File: src/rtl/pc_pkg.sv
// Shared types and default sizing for the program-counter / fetch-control stage.
package pc_pkg;

    typedef enum logic [1:0] {
        IDLE = 2'd0,
        RUN  = 2'd1,
        DONE = 2'd2
    } pc_state_e;

    localparam int         PC_W_DEF       = 8;
    localparam int         CNT_W_DEF      = 16;
    localparam logic [7:0] START_ADDR_DEF = 8'h00;

endpackage

File: src/rtl/sat_counter.sv
// Up-counter with synchronous clear that sticks at all-ones instead of wrapping.
module sat_counter #(
    parameter int W = 16
) (
    input  logic         clk,
    input  logic         reset,
    input  logic         clear,
    input  logic         inc,
    output logic [W-1:0] cnt
);

    always_ff @(posedge clk) begin
        if (reset || clear) begin
            cnt <= '0;
        end else if (inc && (cnt != '1)) begin
            cnt <= cnt + W'(1);
        end
    end

endmodule

File: src/rtl/pc_unit.sv
// Program counter and fetch sequencing: start/halt FSM, next-PC selection and
// cycle / retired-instruction counters.
module pc_unit
    import pc_pkg::*;
#(
    parameter int              PC_W       = PC_W_DEF,
    parameter logic [PC_W-1:0] START_ADDR = PC_W'(START_ADDR_DEF),
    parameter int              CNT_W      = CNT_W_DEF
) (
    input  logic             clk,
    input  logic             reset,
    input  logic             start,
    input  logic             stall,
    input  logic             halt,
    input  logic             jump_en,
    input  logic [PC_W-1:0]  jump_target,
    input  logic             branch_en,
    input  logic [PC_W-1:0]  branch_off,
    output logic [PC_W-1:0]  pc,
    output logic             running,
    output logic             done,
    output logic [CNT_W-1:0] cycle_cnt,
    output logic [CNT_W-1:0] instr_cnt,
    output logic [1:0]       state
);

    // Request semantics: halt/jump_en/branch_en are level requests sampled on
    // the edge; a stalled cycle drops jump/branch, so the requester keeps them
    // asserted until the first non-stalled cycle.

    pc_state_e       st_q;
    logic [PC_W-1:0] pc_adv;
    logic            cnt_clear;
    logic            cyc_inc;
    logic            ins_inc;

    assign state = st_q;

    // Branch offset is two's complement at PC_W bits, so a plain modulo add
    // already performs the sign-extended relative branch.
    always_comb begin
        pc_adv = pc + PC_W'(1);
        if (jump_en) begin
            pc_adv = jump_target;
        end else if (branch_en) begin
            pc_adv = pc + branch_off;
        end
    end

    always_ff @(posedge clk) begin
        if (reset) begin
            st_q    <= IDLE;
            pc      <= START_ADDR;
            running <= 1'b0;
            done    <= 1'b0;
        end else begin
            case (st_q)
                IDLE: begin
                    pc <= START_ADDR;
                    if (start) begin
                        st_q    <= RUN;
                        running <= 1'b1;
                    end
                end
                RUN: begin
                    if (halt) begin
                        st_q    <= DONE;
                        running <= 1'b0;
                        done    <= 1'b1;
                    end else if (!stall) begin
                        pc <= pc_adv;
                    end
                end
                DONE: begin
                    if (start) begin
                        st_q    <= RUN;
                        pc      <= START_ADDR;
                        running <= 1'b1;
                        done    <= 1'b0;
                    end
                end
                default: begin
                    st_q    <= IDLE;
                    pc      <= START_ADDR;
                    running <= 1'b0;
                    done    <= 1'b0;
                end
            endcase
        end
    end

    // A halt cycle retires the halt instruction even if stall is also raised.
    assign cnt_clear = start && (st_q != RUN);
    assign cyc_inc   = (st_q == RUN);
    assign ins_inc   = (st_q == RUN) && (halt || !stall);

    sat_counter #(.W(CNT_W)) u_cycle_cnt (
        .clk   (clk),
        .reset (reset),
        .clear (cnt_clear),
        .inc   (cyc_inc),
        .cnt   (cycle_cnt)
    );

    sat_counter #(.W(CNT_W)) u_instr_cnt (
        .clk   (clk),
        .reset (reset),
        .clear (cnt_clear),
        .inc   (ins_inc),
        .cnt   (instr_cnt)
    );

endmodule

File: config.mk
export PLATFORM = sky130hd
export DESIGN_NAME = pc_unit
export DESIGN_NICKNAME = d
export VERILOG_FILES = /design/src/rtl/pc_pkg.sv /design/src/rtl/sat_counter.sv /design/src/rtl/pc_unit.sv
export SDC_FILE = /design/constraint.sdc
export NUM_CORES = 1
export LEC_CHECK = 0
export CAP_MARGIN = 15
export CORE_UTILIZATION = 39
export CTS_CLUSTER_SIZE = 40
export DETAILED_ROUTE_END_ITERATION = 10
export GPL_TIMING_DRIVEN = 0
export PLACE_DENSITY = 0.67
export SLEW_MARGIN = 20
export SYNTH_ARGS = -nofsm -noshare
export SYNTH_HDL_FRONTEND = slang
export SYNTH_SLANG_ARGS = --single-unit
File: constraint.sdc
create_clock -name clk -period 5 [get_ports clk]
set_input_delay 1 -clock clk [delete_from_list [all_inputs] [get_ports clk]]
set_output_delay 1 -clock clk [all_outputs]
set_load 0.01 [all_outputs]
# Yosys cells after proc, flatten, opt, wreduce, memory -nomap -nowiden
# Index checks and enable logic that the tools add are counted.
dict set report op_classes {
  mul 0
  div 0
  n_bitwise 1
  muxes 15
  addsub 4
  shifts 0
  magnitude_cmp 0
  n_eq_ne 10
  n_reduce_logical 12
}
# cell count
set ops {}
lappend ops {{$mux 8} 5}
lappend ops {{$add 16x1->16 const B} 2}
lappend ops {{$ne 16x16->1 const B} 2}
lappend ops {{$pmux 8 s2} 1}
lappend ops {{$add 8x1->8 const B} 1}
lappend ops {{$add 8x8->8} 1}
lappend ops {{$ne 2x2->1 const B} 4}
lappend ops {{$reduce_and 3->1} 2}
lappend ops {{$logic_and 1x1->1} 4}
lappend ops {{$mux 1} 4}
lappend ops {{$mux 2} 2}
lappend ops {{$ne 2x1->1 const B} 2}
lappend ops {{$pmux 2 s2} 1}
lappend ops {{$pmux 1 s3} 1}
lappend ops {{$eq 2x1->1 const B} 1}
lappend ops {{$eq 2x2->1 const B} 1}
lappend ops {{$logic_not 2->1} 1}
lappend ops {{$logic_or 1x1->1} 2}
lappend ops {{$pmux 1 s2} 1}
lappend ops {{$reduce_and 2->1} 1}
lappend ops {{$reduce_or 2->1} 1}
lappend ops {{$logic_not 1->1} 1}
lappend ops {{$not 1->1} 1}
dict set report word_totals {
  inputBits 23
  mem_bits_rw 0
  elab_cells 48
  latch_bits 0
  regBits 44
  n_memories 0
  output_inout_bits 44
  romBits 0
}

# Depth between registers and ports, before layout
# Gate-level depths: netlist of the first run.
dict set report depth {
  word_depth 6
  mapped_depth 9
  ltp_nobuf 9
}

# Cells and area by module
# Synthesis of the first run repeated with hierarchy kept, for this count alone.
dict set report unflattened {
  cells_unflattened 307
  hier_area_um2 2636.3
}
# module cells_per_inst area_each_um2 instances
set modules_own_cells {}
lappend modules_own_cells {sat_counter 95 847.1 2}
lappend modules_own_cells {pc_unit 117 942.2 1}

# Least setup slack after synthesis of the first run
# No wires, ideal clock.
dict set report synth_timing {
  kind {input port to flip-flop}
  from {input branch_off[0]}
  to {register pc[4]}
  arrival_time_ns 2.315
  setup_time_ns 0.101
  path_slack_ns 2.584
  stages 9
  n_path_buf 0
  required_time_ns 4.899
  cell_sequence {nand2b_1 > ha_1 > inv_1 > fa_1 > nor2b_1 > o21ai_0 > xnor2_1 > mux2i_1 > o41ai_1}
}
dict set report synth_between {
  elab_chain_cells 6
}
# element line
set synth_rtl {}
lappend synth_rtl {{start, declared} pc_unit.sv:18} ;# input logic [PC_W-1:0] branch_off,
lappend synth_rtl {{$add 8x8->8} pc_unit.sv:46} ;# pc_adv = pc + branch_off;
lappend synth_rtl {{$mux 8} pc_unit.sv:45} ;# end else if (branch_en) begin
lappend synth_rtl {{$mux 8} pc_unit.sv:43} ;# if (jump_en) begin
lappend synth_rtl {{$mux 8} pc_unit.sv:70} ;# end else if (!stall) begin
lappend synth_rtl {{$mux 8} pc_unit.sv:66} ;# if (halt) begin
lappend synth_rtl {{$pmux 8 s2} pc_unit.sv:57} ;# case (st_q)
lappend synth_rtl {{end signal, assigned} pc_unit.sv:71} ;# pc <= pc_adv;
lappend synth_rtl {{end, declared} pc_unit.sv:19} ;# output logic [PC_W-1:0] pc,
# No other way between the ends. The select of a mux whose other input is x is not followed.
# A chain may end at the register's enable or synchronous reset.

# Worst setup path after layout of the first run
dict set report layout_timing {
  from {input branch_en}
  to {register pc[3]}
}
dict set report layout_between {
  elab_chain_cells 5
}
# element line
set layout_rtl {}
lappend layout_rtl {{start, declared} pc_unit.sv:17} ;# input logic branch_en,
lappend layout_rtl {{$mux 8} pc_unit.sv:45}
lappend layout_rtl {{$mux 8} pc_unit.sv:43}
lappend layout_rtl {{$mux 8} pc_unit.sv:70}
lappend layout_rtl {{$mux 8} pc_unit.sv:66}
lappend layout_rtl {{$pmux 8 s2} pc_unit.sv:57}
# No other way between the ends. The select of a mux whose other input is x is not followed.

==> results of run 1 <==
[registers in the layout, indices dropped and copies added (netlist names)]
signal,count
state,2
u_instr_cnt.cnt,16
u_cycle_cnt.cnt,16
running,1
done,1
pc,8
[critical path, stage by stage]
cell and delay (ns):
clkdlybuf4s50_1 0.60, nand2_1 0.14, inv_1 0.08, ha_1 0.22
a211oi_1 0.43, nor2_1 0.15, o41ai_1 0.37, mux2i_1 0.14
nor2_1 0.09
[cell type report]
| type | instances | area [sq um] | area share, % |
|---|---|---|---|
| inverter | 9 | 33.8 | 1.03 |
| buffer | 7 | 27.5 | 0.837 |
| timing repair buffer | 65 | 651 | 19.8 |
| clock buffer | 7 | 96.3 | 2.93 |
| tap | 75 | 93.8 | 2.85 |
| sequential | 44 | 881 | 26.8 |
| multi-input combinational | 226 | 1510 | 45.8 |
[cell usage after synthesis, types with 3 or more instances]
cell / count
or2_2: 3
a211oi_1: 8
xor2_1: 3
ha_1: 9
inv_1: 9
nor2_1: 47
clkbuf_1: 5
dfxtp_1: 44
and3_1: 3
nand2b_1: 3
nand4_1: 5
o22ai_1: 4
o21ai_0: 7
nor4_1: 10
nand3_1: 7
xnor2_1: 28
and2_1: 7
mux2i_1: 6
a22oi_1: 4
nor3_1: 12
a21oi_1: 13
nand2_1: 19
[metrics by stage]
| step | utilization (%) | power, uW | hold WS (ns) |
|---|---|---|---|
| after global routing | 54.9 | 710 | 0.471 |
| after detailed placement | 53.3 | 453 | 0.445 |
| after floorplan | - | 413 | 0.481 |
| final | 54.9 | 678 | 0.454 |
| after CTS | 54.9 | 687 | 0.456 |
| after global placement | 53.3 | 452 | 0.445 |
[worst min-delay path by stage]
stage,to
finish,done
global route,done
CTS,done
detailed placement,done
global placement,done
floorplan,done
[layer usage]
metal | global-route usage [%] | up-vias | share of wire, %
li1 | - | 1158 | -
met3 | 3.93 | 6 | 5.1
met1 | 24.5 | 1032 | 48
met2 | 30.8 | 57 | 46
met5 | 0 | - | 0
met4 | 5.36 | 0 | 1.2
[cells by family (layout without fill, tap and decap cells)]
kind of cell | count (synthesis) | in the layout | share of synthesized area [%]
AO/OA/AOI/OAI | 44 | 44 | 11.6
XOR/XNOR | 31 | 31 | 11.1
adder cells (fa/ha/maj) | 10 | 10 | 5.42
buffers and inverters | 16 | 88 | 2.50
flip-flops | 44 | 44 | 36.0
multiplexers | 6 | 6 | 2.45
AND/OR/NAND/NOR | 135 | 135 | 31.0
[power breakdown]
group          total, uW  switching, uW  internal [uW]
sequential           361           5.98            355
combinational       83.0           40.1           42.9
clock                234            111            123
total                678            157            521
==> metrics.yaml, run 1 <==
synthesis.nets: 319
critPathCapture: "pc[3]"
ys_ff_latch: 44
async_flop_share_pct: 0
final.setup.tns_ns: 0
synthFlopType: "dfxtp_1"
drc_errors: 0
dr.first_iter.drc_count: 53
mostFrequentLayoutCells: "clkdlybuf4s50_1, nor2_1, dfxtp_1, xnor2_1, nand2_1"
status: "finished clean"
io_buffer_count: 65
synth_largest_area_cell: "dfxtp_1"
ys_types: 47
grt_pass1_wl_mm: 9.66
fin_cells: 433
die_x_um: 81.2
yosys.area.top_type_share_pct: 36.0
final_common_cell: "clkdlybuf4s50_1"
grt_start_max_net_pins: 13
drv_slew: 0
cts.htree.levels: 2
clk_path_buf_depth: 2
final_cell_area_sq_um: 3290
cp_max_fo: 8
grt_pass1_vias: 2070
netlist_area_sq_um: 2450
startpoint_type: "input port"
avgRoutedWirePerCell_um: 13.3
max_cap_violations: 0
insertion_delay_ns: 0.29
avgSynthCellArea_sq_um: 8.56
worstHoldStart: "done"
rsz0062_at_grt: "false"
path_clk_slew_ns: 0.07
worst_ep_required_time_ns: 5.23
fp.dieArea_sq_um: 6600
arrival_ns: 3.21
min_path_cells: 2
track_usage_pct: 18.7
synth_edf_count: 0
slew-limit-headroom_pct: 61.2
reg2reg_depth: 6
totalWireLength_mm: 5.77
period_needed_ns: 2.98
cp-end-kind: "flip-flop"
ff2ff_setup_slack_ns: 3.03
fin_crit_sh_pct: 59.7
nets: 391
ant_nets: 0
rows: 28
ys_seq_area_share_pct: 36.0
pre_cts_ws_ns: 1.71
cts_root_buf: "clkbuf_8"
start_util_pct: 40.9
postPlaceCellArea_sq_um: 3190
worst_pin_slew_ns: 0.578
gp_congestion: 0.791
cts_hold_buf: 0
peakVddDrop_mv: 0.126
drt_first_pass_iters: 4
viasPerCell: 5.20
pin_count: 67
skew_ns: 0.00596
cts_resized: 0
antenna_cells: 0
setup_ws_ns: 2.02
r2r_start: "u_cycle_cnt.cnt[0]"
synth.area.top_cells: "dfxtp_1, xnor2_1, nor2_1, ha_1, nand2_1"
post_cts_buffers: 0
cts_inserted_buffers: 5
placed_cells: 426
vias: 2253
hold_viol: 0
startpoint: "branch_en"
area_delta_synth_final_pct: 34.4
drive_gt1_share_pct: 5.87
clock-sinks: 44
worstSetupPathType: "input port to flip-flop"
grt_antenna_before_repair: 0
fmax_mhz: 335
leakagePower_uw: 0.00111
fp.dieH_um: 81.2
synth_warnings: 0
cts_tree: "built"
rr_endpoint: "u_cycle_cnt.cnt[1]"
hpwl_mm: 4.39
powerDensity_nw_per_um2: 206
core_sq_um: 5990
grt_overflow: 0
fillers: 563
setup_viol: 0
synth_cells: 286
hold_path.class: "flip-flop to flip-flop"
(Power assumes the default switching activity.)
==> run 2: changes to the inputs <==
--- a/config.mk
+++ b/config.mk
@@ -10,7 +10,7 @@
 export CTS_CLUSTER_SIZE = 40
 export DETAILED_ROUTE_END_ITERATION = 10
 export GPL_TIMING_DRIVEN = 0
-export PLACE_DENSITY = 0.67
+export PLACE_DENSITY = 0.7
 export SLEW_MARGIN = 20
 export SYNTH_ARGS = -nofsm -noshare
 export SYNTH_HDL_FRONTEND = slang
==> constraint.sdc (replaced) <==
create_clock -name clk -period 2.5 [get_ports clk]
set_input_delay 0.5 -clock clk [delete_from_list [all_inputs] [get_ports clk]]
set_output_delay 0.5 -clock clk [all_outputs]
set_load 0.01 [all_outputs]
==> run 2 against run 1 <==
  * Via count increased by 1.6%
  * Clock skew increased by 0.0012 ns
  * Critical path depth is 1 higher
  * Flip-flop and latch count unchanged
  * Register-to-register slack worse by 2.5 ns
  * Hold slack improved by 0.0091 ns
  * Worst setup slack got worse by 1.8 ns
  * Clock-buffer cell count decreased by 2
  * Sequential share of layout area shrank 0.18 points
  * Critical endpoint is now pc[4]
  * Die area did not move
==> metrics.yaml, run 2 (same netlist as run 1, synthesis figures left out) <==
grt_antenna_before_repair: 0  # unchanged
startpoint_type: "input port"  # unchanged
cts_tree: "built"  # unchanged
mostFrequentLayoutCells: "clkdlybuf4s50_1, nor2_1, dfxtp_1, xnor2_1, nand2_1"  # unchanged
fin_crit_sh_pct: 89.7
skew_ns: 0.00714  # was 0.00596 ns
rsz0062_at_grt: "false"  # unchanged
cp_slowest_cell: "clkdlybuf4s50_1"  # unchanged
hold_viol: 0  # unchanged
cp_max_fo: 2  # was 8
fmax_mhz: 446
clock-sinks: 44  # unchanged
dr.first_iter.drc_count: 98  # was 53
cp_slowest_stage_delay_ns: 0.45  # was 0.60 ns
drc_errors: 0  # unchanged
gp_congestion: 0.795  # was 0.791
area_delta_synth_final_pct: 35.3  # was 34.4%
postPlaceCellArea_sq_um: 3190  # unchanged
max_cap_violations: 0  # unchanged
powerDensity_nw_per_um2: 434  # was 206 nW/um^2
die_x_um: 81.2  # unchanged
rows: 28  # unchanged
hpwl_mm: 4.39  # about the same
start_util_pct: 40.9  # unchanged
cts_inserted_buffers: 5  # unchanged
top_regs: "u_cycle_cnt.cnt: 16 flops, u_instr_cnt.cnt: 16 flops, pc: 8 flops"  # unchanged
status: "finished clean"  # unchanged
arrival_ns: 2.45  # was 3.21 ns
track_usage_pct: 18.3  # was 18.7%
pin_count: 67  # unchanged
worst_ep_required_time_ns: 2.71  # was 5.23 ns
cts_root_buf: "clkbuf_8"  # unchanged
slew-limit-headroom_pct: 59.7  # was 61.2%
final_cell_area_sq_um: 3310  # was 3290 sq um
path_clk_slew_ns: 0.09  # was 0.07 ns
crit_chain: "clkdlybuf4s50_1 > nand2b_1 > ha_1 > inv_1 > fa_1 > nor2b_1 > o21ai_0 > xnor2_1 > mux2i_1 > o41ai_1"  # was clkdlybuf4s50_1 > nand2_1 > inv_1 > ha_1 > a211oi_1 > nor2_1 > o41ai_1 > mux2i_1 > nor2_1
grt_start_max_net_pins: 15  # was 13
final_common_cell: "clkdlybuf4s50_1"  # unchanged
setup_viol: 0  # unchanged
avgRoutedWirePerCell_um: 13.3  # about the same
grt_pass1_wl_mm: 9.36  # was 9.66 mm
viasPerCell: 5.28  # was 5.20
cp-end-kind: "flip-flop"  # unchanged
worst_pin_slew_ns: 0.600  # was 0.578 ns
fp.dieH_um: 81.2  # unchanged
leakagePower_uw: 0.00112  # was 0.00111 uW
power.total_uw: 1440  # was 678 uW
totalWireLength_mm: 5.79  # was 5.77 mm
grt_overflow: 0  # unchanged
drv_slew: 0  # unchanged
cts.htree.levels: 2  # unchanged
core_sq_um: 5990  # unchanged
post-route-util_pct: 55.3  # was 54.9%
fp.dieArea_sq_um: 6600  # unchanged
io_buffer_count: 65  # unchanged
antenna_cells: 0  # unchanged
ff2ff_setup_slack_ns: 0.50  # was 3.03 ns
path_buf_inv: 2  # unchanged
drt_first_pass_iters: 4  # unchanged
vias: 2290  # was 2253
nets: 391  # unchanged
drive_gt1_share_pct: 6.41  # was 5.87%
post_cts_buffers: 0  # unchanged
clk_path_buf_depth: 2  # unchanged
ant_nets: 0  # unchanged
insertion_delay_ns: 0.30  # was 0.29 ns
worstSetupPathType: "input port to flip-flop"  # unchanged
crit_family: "adder cells"  # was compound AO/OA/AOI/OAI gates
hold_ws_ns: 0.463  # was 0.454 ns
hold_path.class: "flip-flop to flip-flop"  # unchanged
period_needed_ns: 2.24
peakVddDrop_mv: 0.349  # was 0.126 mV
grt_pass1_vias: 2075  # was 2070
run 2: cell types whose count changed in the layout (fill, tap and decap cells not counted), sizes merged:
cell,change
clkinvlp,+1
clkinv,+1
clkdlybuf4s50,-1
bufinv,+1
dlymetal6s2s,+1
clkbuf,-2
run 2: worst min-delay path, stage by stage, from the launching register on:
cell	delay, ns
dfxtp_1	0.32
nand2_1	0.05
a21oi_1	0.05
run 2: worst paths after layout:
| kind | start | end | depth (start not counted) |
|---|---|---|---|
| worst max-delay path | branch_off[0] | pc[4] | 10 |
| worst min-delay path | done | done | 2 |
| worst max register to register | u_cycle_cnt.cnt[0] | u_cycle_cnt.cnt[1] | 6 |
| worst min register to register | done | done | 2 |
run 2: what timing repair did:
item,4_1_cts,5_1_grt
gates resized for setup,0,2
setup endpoints to repair,0,1
hold buffers,0,0
run 2: area by class of cell:
cell class / count / area [sq um]
clock inverters: 3 / 42.5
flip-flops and latches: 44 / 881
fillers: 581 / 2680
plain buffers: 7 / 27.5
well taps: 75 / 93.8
repair buffers: 65 / 653
inverters: 9 / 33.8
multi-input cells: 226 / 1510
clock buffers: 5 / 68.8
run 2: report_power, final:
group          switching [uW]  leakage [uW]  internal [uW]
clock network             253     0.0000541            296
logic                    79.6      0.000715           86.0
registers                12.0      0.000356            710
run 2: through the flow:
step / cells / TNS (ns) / setup slack (ns)
global placement: 426 / -0.681 / -0.157
floorplan: 286 / 0 / 0.584
detailed placement: 426 / -0.933 / -0.220
CTS: 434 / 0 / 0.0885
finish: 434 / 0 / 0.258
global route: 434 / 0 / 0.116
run 2: per-layer routing:
| layer | wire length (um) | vias up | GRT usage [%] |
|---|---|---|---|
| li1 | - | 1167 | - |
| met1 | 2730 | 1054 | 22.9 |
| met2 | 2710 | 64 | 30.9 |
| met3 | 298 | 5 | 3.71 |
| met4 | 51 | 0 | 6.61 |
| met5 | 0 | - | 0 |
==> run 3: changes to the inputs <==
--- a/config.mk
+++ b/config.mk
@@ -7,6 +7,7 @@
 export LEC_CHECK = 0
 export CAP_MARGIN = 15
 export CORE_UTILIZATION = 39
+export CTS_CLUSTER_DIAMETER = 40
 export CTS_CLUSTER_SIZE = 40
 export DETAILED_ROUTE_END_ITERATION = 10
 export GPL_TIMING_DRIVEN = 0
==> constraint.sdc (replaced) <==
create_clock -name clk -period 2.5 [get_ports clk]
set_input_delay 0.75 -clock clk [delete_from_list [all_inputs] [get_ports clk]]
set_output_delay 0.75 -clock clk [all_outputs]
set_load 0.01 [all_outputs]
==> run 3 against run 2 <==
  * Clock skew up 0.0024 ns
  * Global-route usage about the same
  * Wire length up 1.3%
  * Hold slack about the same
  * Clock power about the same
  * Critical path depth unchanged
  * Largest cell class unchanged
  * Register-to-register slack about the same
  * Utilization up 0.50 points
  * Non-clock buffer count unchanged
  * Maximum frequency down 8.2%
  * Flip-flop and latch count unchanged
==> metrics.yaml, run 3 (same netlist as run 1, synthesis figures left out) <==
status: "finished clean"  # unchanged
grt_antenna_before_repair: 0  # unchanged
dr.first_iter.drc_count: 100  # was 98
postPlaceCellArea_sq_um: 3190  # unchanged
clk_path_buf_depth: 2  # unchanged
p_sw_uw: 348  # was 345 uW
arrival_ns: 2.65  # was 2.45 ns
area_delta_synth_final_pct: 36.5  # was 35.3%
drt_first_pass_iters: 4  # unchanged
post-route-util_pct: 55.8  # was 55.3%
min_path_cells: 2  # unchanged
period_needed_ns: 2.44  # was 2.24 ns
worst_pin_slew_ns: 0.603  # was 0.600 ns
pre_cts_ws_ns: -0.470  # was -0.220 ns
hold_ws_ns: 0.463  # about the same
startpoint_type: "input port"  # unchanged
nets: 391  # unchanged
fin_crit_sh_pct: 97.6  # was 89.7%
fmax_mhz: 410  # was 446 MHz
max_cap_violations: 0  # unchanged
drc_errors: 0  # unchanged
skew_ns: 0.00952  # was 0.00714 ns
leakagePower_uw: 0.00113  # was 0.00112 uW
post_cts_buffers: 0  # unchanged
totalWireLength_mm: 5.86  # was 5.79 mm
reg2reg_depth: 6  # unchanged
slew-limit-headroom_pct: 59.5  # was 59.7%
grt_start_max_net_pins: 15  # unchanged
multi_input_area_sq_um: 1540  # was 1510 sq um
pin_count: 67  # unchanged
grt_pass1_vias: 2075  # unchanged
p_seq_share_pct: 50.1  # was 50.3%
clock-sinks: 44  # unchanged
final_cell_area_sq_um: 3340  # was 3310 sq um
gp_congestion: 0.795  # unchanged
hpwl_mm: 4.39  # unchanged
peakVddDrop_mv: 0.350  # was 0.349 mV
grt_overflow: 0  # unchanged
fillers: 581  # unchanged
path_clk_slew_ns: 0.09  # about the same
worst_ep_required_time_ns: 2.71  # about the same
cts_root_buf: "clkbuf_8"  # unchanged
pwr-share-comb_pct: 11.8  # was 11.5%
register_area_sq_um: 881  # unchanged
viasPerCell: 5.26  # was 5.28
mostFrequentLayoutCells: "clkdlybuf4s50_1, nor2_1, dfxtp_1, xnor2_1, nand2_1"  # unchanged
rows: 28  # unchanged
vias: 2284  # was 2290
cp_max_fo: 2  # unchanged
core_sq_um: 5990  # unchanged
power.internal_uw: 1090  # about the same
cts_hold_buf: 0  # unchanged
ant_nets: 0  # unchanged
cts.htree.levels: 2  # unchanged
top_regs: "u_cycle_cnt.cnt: 16 flops, u_instr_cnt.cnt: 16 flops, pc: 8 flops"  # unchanged
start_util_pct: 40.9  # unchanged
clock_power_share_pct: 38.1  # was 38.2%
cts_inserted_buffers: 5  # unchanged
powerDensity_nw_per_um2: 432  # was 434 nW/um^2
fp.dieH_um: 81.2  # unchanged
hold_viol: 0  # unchanged
setup_ws_ns: 0.0588  # was 0.258 ns
antenna_cells: 0  # unchanged
final_common_cell: "clkdlybuf4s50_1"  # unchanged
netSwitchingFraction_pct: 24.1  # was 24.0%
fp.dieArea_sq_um: 6600  # unchanged
drv_slew: 0  # unchanged
track_usage_pct: 18.3  # about the same
io_buffer_count: 65  # unchanged
grt_pass1_wl_mm: 9.38  # was 9.36 mm
setup_viol: 0  # unchanged
die_x_um: 81.2  # unchanged
insertion_delay_ns: 0.30  # about the same
hold_path.class: "flip-flop to flip-flop"  # unchanged
worstSetupPathType: "input port to flip-flop"  # unchanged
drive_gt1_share_pct: 8.08  # was 6.41%
avgRoutedWirePerCell_um: 13.5  # was 13.3 um
cts_tree: "built"  # unchanged
cp-end-kind: "flip-flop"  # unchanged
## run 3: final cells by class
type	count	area share, %
Tap cell	75	2.81
Timing Repair Buffer	65	19.4
Multi-Input combinational cell	226	46.2
Clock buffer	5	2.06
Clock inverter	3	1.27
Inverter	9	1.01
Buffer	7	0.824
Sequential cell	44	26.4
## run 3: timing repair
action,4_1_cts,5_1_grt
gates resized for setup,3,8
setup endpoints to repair,5,2
pin swaps,0,4
## run 3: power groups by stage
stage	Clock [uW]	Combinational [uW]	Sequential, uW
after detailed placement	0	166	739
after global placement	0	164	738
after CTS	561	168	722
after floorplan	0	85.0	741
final	549	171	723
after global routing	589	190	725
## run 3: path summary, 6_finish.rpt
path                                    startpoint  slack [ns]            endpoint
worst min register to register                done        0.46                done
worst max-delay path                 branch_off[0]        0.06               pc[4]
worst min-delay path                          done        0.46                done
worst max register to register  u_cycle_cnt.cnt[0]        0.49  u_cycle_cnt.cnt[1]
## run 3: metal layers
metal  up-vias  part of all wire, %  GRT usage, %
li1       1170                    -             -
met1      1045                   47          22.9
met2        63                   47          31.0
met3         6                  5.4          3.71
met4         0                 0.94          6.61
met5         -                    0             0
## run 3: critical path, stage by stage
cell	delay, ns
clkdlybuf4s50_1	0.46
nand2b_4	0.12
ha_4	0.14
inv_2	0.04
fa_2	0.42
nor2b_4	0.14
o21ai_2	0.06
xnor2_1	0.14
mux2i_1	0.09
o41ai_1	0.30
## run 3: metrics by stage
stage / std cells / power [uW] / TNS (ns)
after floorplan: 286 / 826 / 0
after detailed placement: 426 / 905 / -2.57
after global routing: 434 / 1500 / -0.00777
after CTS: 434 / 1450 / 0
after global placement: 426 / 902 / -2.22
final: 434 / 1440 / 0
